**config.mk**
```make
export PLATFORM = sky130hd
export DESIGN_NAME = seq_shift_unit
export DESIGN_NICKNAME = d
export VERILOG_FILES = /design/src/rtl/seq_shift_unit.sv
export SDC_FILE = /design/constraint.sdc
export NUM_CORES = 1
export LEC_CHECK = 0
export CAP_MARGIN = 20
export CORE_UTILIZATION = 52
export DETAILED_ROUTE_END_ITERATION = 10
export GPL_TIMING_DRIVEN = 1
export PLACE_DENSITY_LB_ADDON = 0.2
export SLEW_MARGIN = 30
export SYNTH_ARGS = -nofsm -noshare
export SYNTH_HDL_FRONTEND = slang
export SYNTH_SLANG_ARGS = --single-unit
```
**constraint.sdc**
```tcl
create_clock -name clk -period 1.92 [get_ports clk]
set_clock_uncertainty 0.15 [all_clocks]
set_input_delay 0.288 -clock clk [delete_from_list [all_inputs] [get_ports clk]]
set_output_delay 0.288 -clock clk [all_outputs]
set_load 0.01 [all_outputs]
```
**src/rtl/seq_shift_unit.sv**
```systemverilog
// Multi-cycle shifter/rotator: the latched operand moves one bit per BUSY cycle
// under the latched mode. The result register b updates only when DONE is entered.
module seq_shift_unit #(
  parameter int WIDTH = 8,
  parameter int SHW   = $clog2(WIDTH)
) (
  input  logic             clk,
  input  logic             rst_n,
  input  logic             start,
  input  logic [2:0]       mode,
  input  logic [WIDTH-1:0] a,
  input  logic [SHW-1:0]   n,
  output logic [WIDTH-1:0] b,
  output logic             busy,
  output logic             done,
  output logic             err
);

  typedef enum logic [1:0] {
    IDLE = 2'd0,
    BUSY = 2'd1,
    DONE = 2'd2
  } state_e;

  typedef enum logic [2:0] {
    OP_SLL = 3'd0,
    OP_SRL = 3'd1,
    OP_SRA = 3'd2,
    OP_ROL = 3'd3,
    OP_ROR = 3'd4
  } op_e;

  state_e           state_q, state_d;
  logic [WIDTH-1:0] work_q, work_d;
  logic [SHW-1:0]   cnt_q, cnt_d;
  logic [2:0]       mode_q, mode_d;
  logic [WIDTH-1:0] b_q, b_d;
  logic             err_q, err_d;
  logic [WIDTH-1:0] step;
  logic             mode_illegal;

  assign mode_illegal = (mode > 3'd4);

  // Single-bit move of the work register under the latched mode.
  always_comb begin
    step = work_q;
    case (mode_q)
      OP_SLL:  step = {work_q[WIDTH-2:0], 1'b0};
      OP_SRL:  step = {1'b0, work_q[WIDTH-1:1]};
      OP_SRA:  step = {work_q[WIDTH-1], work_q[WIDTH-1:1]};
      OP_ROL:  step = {work_q[WIDTH-2:0], work_q[WIDTH-1]};
      OP_ROR:  step = {work_q[0], work_q[WIDTH-1:1]};
      default: step = work_q;
    endcase
  end

  always_comb begin
    state_d = state_q;
    work_d  = work_q;
    cnt_d   = cnt_q;
    mode_d  = mode_q;
    b_d     = b_q;
    err_d   = 1'b0;
    case (state_q)
      IDLE: begin
        if (start) begin
          work_d = a;
          cnt_d  = n;
          mode_d = mode;
          // Zero shifts and illegal modes complete at once with the operand unchanged.
          if (mode_illegal || (n == '0)) begin
            state_d = DONE;
            b_d     = a;
            err_d   = mode_illegal;
          end else begin
            state_d = BUSY;
          end
        end
      end
      BUSY: begin
        work_d = step;
        cnt_d  = cnt_q - SHW'(1);
        if (cnt_q == SHW'(1)) begin
          state_d = DONE;
          b_d     = step;
        end
      end
      DONE:    state_d = IDLE;
      default: state_d = IDLE;
    endcase
  end

  always_ff @(posedge clk or negedge rst_n) begin
    if (!rst_n) begin
      state_q <= IDLE;
      work_q  <= '0;
      cnt_q   <= '0;
      mode_q  <= '0;
      b_q     <= '0;
      err_q   <= 1'b0;
    end else begin
      state_q <= state_d;
      work_q  <= work_d;
      cnt_q   <= cnt_d;
      mode_q  <= mode_d;
      b_q     <= b_d;
      err_q   <= err_d;
    end
  end

  assign b    = b_q;
  assign busy = (state_q != IDLE);
  assign done = (state_q == DONE);
  assign err  = err_q;

endmodule

```
==> results of run 1 <==
==> cells by family (layout without fill, tap and decap cells) <==
| group | count (synthesis) | count (layout) | synth area share [%] |
|---|---|---|---|
| AOI/OAI and AO/OA | 62 | 62 | 27.36 |
| xor gates and xnor gates | 1 | 1 | 1.068 |
| adders and majority gates | 3 | 3 | 2.301 |
| buffers and inverters | 17 | 64 | 8.382 |
| DFF | 25 | 25 | 41.08 |
| muxes | 10 | 10 | 7.066 |
| and+or+nand+nor | 37 | 37 | 12.74 |
==> metrics by stage <==
| stage | total power, µW | hold slack, ns | cell area (µm²) | instances |
|---|---|---|---|---|
| 6_report | 3355 | 0.1552 | 1957 | 233 |
| 2_1_floorplan | 2353 | -0.1576 | 1523 | 155 |
| 4_1_cts | 3337 | 0.1574 | 1954 | 233 |
| 5_1_grt | 3588 | 0.2011 | 1957 | 233 |
| 3_5_place_dp | 3022 | 0.3510 | 1888 | 224 |
| 3_3_place_gp | 2965 | 0.3444 | 1888 | 224 |
==> layout by cell type (no fill, tap or decap), types with 2 or more instances in the layout <==
cell type / synthesis / routed
a21oi_1: 14 / 14
dfrtp_1: 25 / 24
nand3b_1: 2 / 2
nor2_1: 14 / 14
mux2_2: 6 / 6
clkdlybuf4s50_1: 0 / 25
a31oi_1: 4 / 4
o21ai_0: 14 / 14
o211a_1: 2 / 2
nand2_1: 6 / 6
o221a_2: 3 / 3
o221ai_1: 3 / 3
ha_1: 2 / 2
inv_1: 7 / 7
o31ai_1: 4 / 4
o21ai_1: 4 / 4
nor3b_1: 2 / 2
buf_4: 1 / 26
o21a_1: 4 / 4
clkbuf_4: 0 / 3
nor2b_1: 3 / 2
or2_2: 2 / 2
dlygate4sd2_1: 0 / 2
mux2i_1: 4 / 4
a211oi_1: 2 / 2
==> worst min-delay path by stage <==
stage | to | slack, ns | depth (start not counted)
finish | work_q[5] | 0.16 | 2
global route | work_q[5] | 0.20 | 2
CTS | work_q[5] | 0.16 | 2
detailed placement | b[0] | 0.35 | 1
global placement | b[5] | 0.34 | 2
floorplan | b[0] | -0.16 | 0
==> metal layers <==
metal  wire, µm  global-route usage, %
met2       1856                  40.82
met4         43                  10.10
met5          0                      0
met3        214                  3.023
met1       1670                  36.49
==> critical path: cells and delay by family, from the launching register on <==
family / cells / cell delay [ns]
buffers and inverters: 2 / 0.43
AND/OR/NAND/NOR: 1 / 0.26
flip-flops: 1 / 0.42
==> cell type report <==
cell class	count	area, µm²
clock buffers	3	22.52
clock inverters	1	7.507
fillers	224	800.8
inverters	7	26.28
multi-input cells	113	772.0
flip-flops and latches	25	626.9
well taps	31	38.79
repair buffers	53	462.9
==> sequential cells by signal (all words and copies together) (netlist names) <==
name     count
cnt_q        3
err          1
mode_q       3
work_q       8
b            8
state_q      2
==> timing repair <==
item	in CTS	in global routing
buffers inserted	5	0
gates resized for setup	3	1
hold buffers	0	0
endpoints found under the setup margin	2	2
==> power by group through the flow <==
| stage | clock network, µW | logic (µW) | registers [µW] |
|---|---|---|---|
| CTS | 252 | 2010 | 1080 |
| global route | 267 | 2190 | 1130 |
| finish | 242 | 2020 | 1090 |
| global placement | 0 | 1880 | 1080 |
| detailed placement | 0 | 1920 | 1100 |
| floorplan | 0 | 1340 | 1020 |
==> summary.txt, run 1 <==
Synth
  – Synth top area cells: dfrtp_1 41%, a21oi_1 4.6%, o21ai_0 4.6%
  – Ys flop type: dfrtp_1
  – Post-synthesis cell type count: 43
  – Commonest cells post-synth: 25 x dfrtp_1, 14 x a21oi_1, 14 x nor2_1, 14 x o21ai_0, 7 x inv_1
  – Post-Syn Nets: 174
  – EDFF count, synth: 0
  – Register area share after synthesis: 41.08%
  – Synth area leader: dfrtp_1
  – Synthesized area per cell: 9.824 µm²
  – Cell area after synthesis: 1523 µm²
  – Cells after Synth: 155
  – Post-synth ARST share: 100.0%
  – Yosys top cell area share: slightly above 40%
  – Most frequent cell after synthesis: dfrtp_1
  – Synth warn: 0
  – #FFs+latches synth: 25

STA
  – Crit path time final: 1.878 ns
  – Setup violations, final: 0
  – Final TNS setup: 0 ns
  – Final Hold Vio Count: 0
  – Slew Viols, Final: 0
  – PnR worst setup slack: 0.04235 ns
  – Final period utilization: a little over nine tenths
  – Max-slew headroom: 76.09%
  – Max Fclk: approximately 0.53 GHz
  – Least-Margin Pin Slew: between 0.3 and 0.4 ns

GRT
  – First-pass GRT wire length: 6348 µm
  – GRT overflow: 0
  – Largest net degree at the start of global routing: 26
  – Vias in the first global route: 1379
  – Initial antenna violation count: 0
  – GRT Util Overall: 25.90%

Power and ir drop
  – P per Cell Area: 1714 nW/µm²
  – Leak: 0.0008481 µW
  – Reg power frac: roughly a third
  – Switch Pwr: 1421 µW
  – Clock power frac: 7.2%
  – Max VDD drop: roughly 0.0012 V
  – Int Power: 1934 µW
  – Gate power share: 60.3%
  – Switch share: a little over two fifths

Route
  – Vias per cell: 5.970
  – Routed wire per std cell: 16.24 µm
  – DRT antenna net count: 0
  – DRT iter0 DRCs: 60
  – Vias: 1391
  – DRT Wirelength: 3784 µm
  – Drt first pass iters: 4
  – DRC Markers: 0

Setup path
  – Setup slack, reg-to-reg: 0.07 ns
  – R2R Path Start: state_q[0]
  – Critical path class: reg2out
  – Crit-path max FO: 3
  – CP startpoint kind: flip-flop
  – Max incr delay on CP: 0.42 ns
  – Crit. Startpoint: state_q[0]
  – End of the critical path: busy
  – FF-to-FF End: mode_q[0]
  – Data required, critical path: around 1.5 ns
  – Slowest-stage cell, CP: dfrtp_1
  – Critical Path AT: between 1 and 1.5 ns
  – R2R depth: 5
  – Worst Setup End Kind: primary output
  – Worst path cell trace: buf_4 > or2_2 > dlygate4sd2_1

Placed design
  – Port Buffers: 27
  – Post-DP HPWL: 2828 µm
  – GP Congestion: 0.9390
  – Dpl ws: -0.02600 ns

Clock tree
  – CTS tree: done
  – Skew-Pair Late Insertion Delay: 0.32 ns
  – CTS sink count: 25
  – CTS root buf: clkbuf_4
  – Htree depth: 1
  – CTS buffer count: 3
  – Clock slew at reported path FFs: 0.14 ns
  – Max Buffers Root-to-Sink: 2

Floorplan
  – Die width: between 50 and 60 µm
  – Die ar.: approximately 3100 µm²
  – Core Region: 2758 µm²
  – Row cnt: 19
  – # IOs: 28
  – Starting Density: 55.22%
  – Die height: approximately 56 µm

Cells and area
  – Nets: 222
  – Final core occ: 70.96%
  – Synth-to-Final Area Change: 28.51%
  – N_diodes: 0
  – Layout cell share with drive strength beyond 1: 24.26%

Job
  – Max_cap viols: 0

Run status
  – Status: finished clean

Min path
  – Hold Crit Class: in2async
Note: power is estimated with default switching activity, not from simulation.
==> run 2: changes to the inputs <==
--- a/config.mk
+++ b/config.mk
@@ -6,8 +6,10 @@
 export NUM_CORES = 1
 export LEC_CHECK = 0
 export CAP_MARGIN = 20
-export CORE_UTILIZATION = 52
+export CORE_UTILIZATION = 56
+export CTS_BUF_LIST = sky130_fd_sc_hd__clkbuf_8 sky130_fd_sc_hd__clkbuf_16
 export DETAILED_ROUTE_END_ITERATION = 10
+export GPL_ROUTABILITY_DRIVEN = 0
 export GPL_TIMING_DRIVEN = 1
 export PLACE_DENSITY_LB_ADDON = 0.2
 export SLEW_MARGIN = 30
==> constraint.sdc (replaced) <==
create_clock -name clk -period 2.4 [get_ports clk]
set_clock_uncertainty 0.15 [all_clocks]
set_input_delay 0.36 -clock clk [delete_from_list [all_inputs] [get_ports clk]]
set_output_delay 0.36 -clock clk [all_outputs]
set_load 0.01 [all_outputs]
==> summary.txt, run 2 (same netlist as run 1, synthesis figures left out) <==
Setup path
  – Slowest-stage cell, CP: clkdlybuf4s50_1
  – Worst Setup End Kind: primary output
  – Buf+Inv Stages, Crit Path: 2 (unchanged)
  – R2R depth: 5 (unchanged)
  – Max incr delay on CP: 0.55 ns (+0.13 ns)
  – R2R Path Start: state_q[0]
  – Critical path class: reg2out
  – FF-to-FF End: b[2]
  – CP startpoint kind: flip-flop
  – Worst path top cell family by delay: buffers and inverters
  – Critical Path Stages: 3 (unchanged)
  – Critical Path AT: 1.69 ns (+0.25 ns)
  – Setup slack, reg-to-reg: 0.38 ns (+0.31 ns)
  – Worst path cell trace: inv_1 > nor2_1 > clkdlybuf4s50_1
  – Crit. Startpoint: state_q[1]
  – Data required, critical path: 1.89 ns (+0.41 ns)
  – Crit-path max FO: 9 (+6)
  – End of the critical path: done

Cells and area
  – Most frequent cells in the layout: 27 x clkdlybuf4s50_1, 25 x dfrtp_1, 14 x nor2_1, 14 x a21oi_1, 14 x o21ai_0
  – Filler cells: 199 (-11%)
  – Final Cell Area: 1815 µm² (-7.2%)
  – Synth-to-Final Area Change: 19.23%
  – Most common cell after layout, fill and taps aside: clkdlybuf4s50_1
  – Final core occ: 71.97% (+1.0 points)
  – N_diodes: 0 (unchanged)
  – Nets: 201 (-9.5%)
  – Area taken by multi-input logic gates: 769.5 µm² (-0.32%)
  – Layout cell share with drive strength beyond 1: 14.36% (-9.9 points)
  – Storage element area: 625.6 µm² (-0.20%)

STA
  – Least-Margin Pin Slew: 0.5882 ns (+0.2340 ns)
  – Slew Viols, Final: 0 (unchanged)
  – RSZ-0062 raised after global routing: no
  – Setup violations, final: 0 (unchanged)
  – Final Hold Vio Count: 0 (unchanged)
  – Max Fclk: 0.4539 GHz
  – Max-slew headroom: 60.52% (-16 points)
  – Final period utilization: 91.80%
  – Crit path time final: 2.203 ns
  – Final TNS setup: 0 ns (unchanged)

Route
  – Vias: 1317 (-5.3%)
  – DRT iter0 DRCs: 41 (-32%)
  – DRC Markers: 0 (unchanged)
  – DRT Wirelength: 3505 µm (-7.4%)
  – Routed wire per std cell: 16.61 µm (+2.3%)
  – Drt first pass iters: 4 (unchanged)
  – DRT antenna net count: 0 (unchanged)
  – Vias per cell: 6.242 (+4.6%)

Power and ir drop
  – P per Cell Area: 1383 nW/µm² (-19%)
  – Leak: 0.0007484 µW (-12%)
  – Max VDD drop: 0.0009468 V (-24%)

Clock tree
  – Post-cts gate resize count: 0 (-3)
  – Htree depth: 1 (unchanged)
  – CTS buffer count: 3 (unchanged)
  – CTS root buf: clkbuf_8
  – Skew-Pair Late Insertion Delay: 0.28 ns (-0.04 ns)
  – Clock slew at reported path FFs: 0.10 ns (-0.04 ns)
  – CTS sink count: 25 (unchanged)
  – CTS tree: done
  – Post-CTS setup repair buffer count: 0 (-5)
  – CTS Hold Bufs: 0 (unchanged)
  – Max Buffers Root-to-Sink: 2 (unchanged)

Min path
  – Hold Crit Class: in2async

Placed design
  – Port Buffers: 27 (unchanged)
  – DP Area: 1767 µm² (-6.4%)
  – Post-DP HPWL: 2606 µm (-7.8%)

GRT
  – GRT overflow: 0 (unchanged)
  – Largest net degree at the start of global routing: 26 (unchanged)
  – Vias in the first global route: 1140 (-17%)
  – Initial antenna violation count: 0 (unchanged)
  – First-pass GRT wire length: 5506 µm (-13%)
  – GRT Util Overall: 26.62% (+0.72 points)

Floorplan
  – Starting Density: 60.37% (+5.1 points)
  – Die ar.: 2932 µm² (-6.9%)
  – # IOs: 28 (unchanged)
  – Die height: 54.15 µm (-3.5%)
  – Die width: 54.15 µm (-3.5%)
  – Core Region: 2522 µm² (-8.5%)
  – Row cnt: 18 (-1)

Run status
  – Status: finished clean

Job
  – Max_cap viols: 0 (unchanged)
==> run 2: how the worst min path moves through the flow <==
stage	start	end	slack [ns]
2_1_floorplan	rst_n	b[0]	-0.09
5_1_grt	rst_n	cnt_q[2]	0.35
3_3_place_gp	b[7]	b[7]	0.35
3_5_place_dp	b[0]	b[0]	0.36
6_report	rst_n	cnt_q[2]	0.29
4_1_cts	rst_n	work_q[1]	0.30
==> run 2: where the power goes <==
group	switching (µW)	total (µW)	internal (µW)
clock network	144	262	118
registers	306	933	627
logic	633	1320	683
==> run 2: cell type report <==
cell class / count / area share, %
clock inverters: 1 / 0.4135
inverters: 7 / 1.447
clock buffers: 3 / 2.274
repair buffers: 32 / 16.95
flip-flops and latches: 25 / 34.46
well taps: 30 / 2.068
multi-input cells: 113 / 42.38
==> run 2: stage by stage <==
step	std cells	setup slack (ns)	power (µW)	hold WS (ns)
floorplan	155	0.7289	1882	-0.08559
global placement	207	0.2748	2184	0.3468
detailed placement	207	0.2015	2238	0.3572
CTS	211	0.2018	2500	0.2979
global route	211	0.1206	2691	0.3511
finish	211	0.1967	2511	0.2879
==> run 2: layer usage <==
metal	routed length, µm	vias to the layer above	part of all wire (%)	global-route usage (%)
met4	97	0	2.8	10.26
met5	0	-	0	0
met2	1596	54	46	40.65
met3	176	12	5.0	5.085
li1	-	627	-	-
met1	1635	624	47	36.93
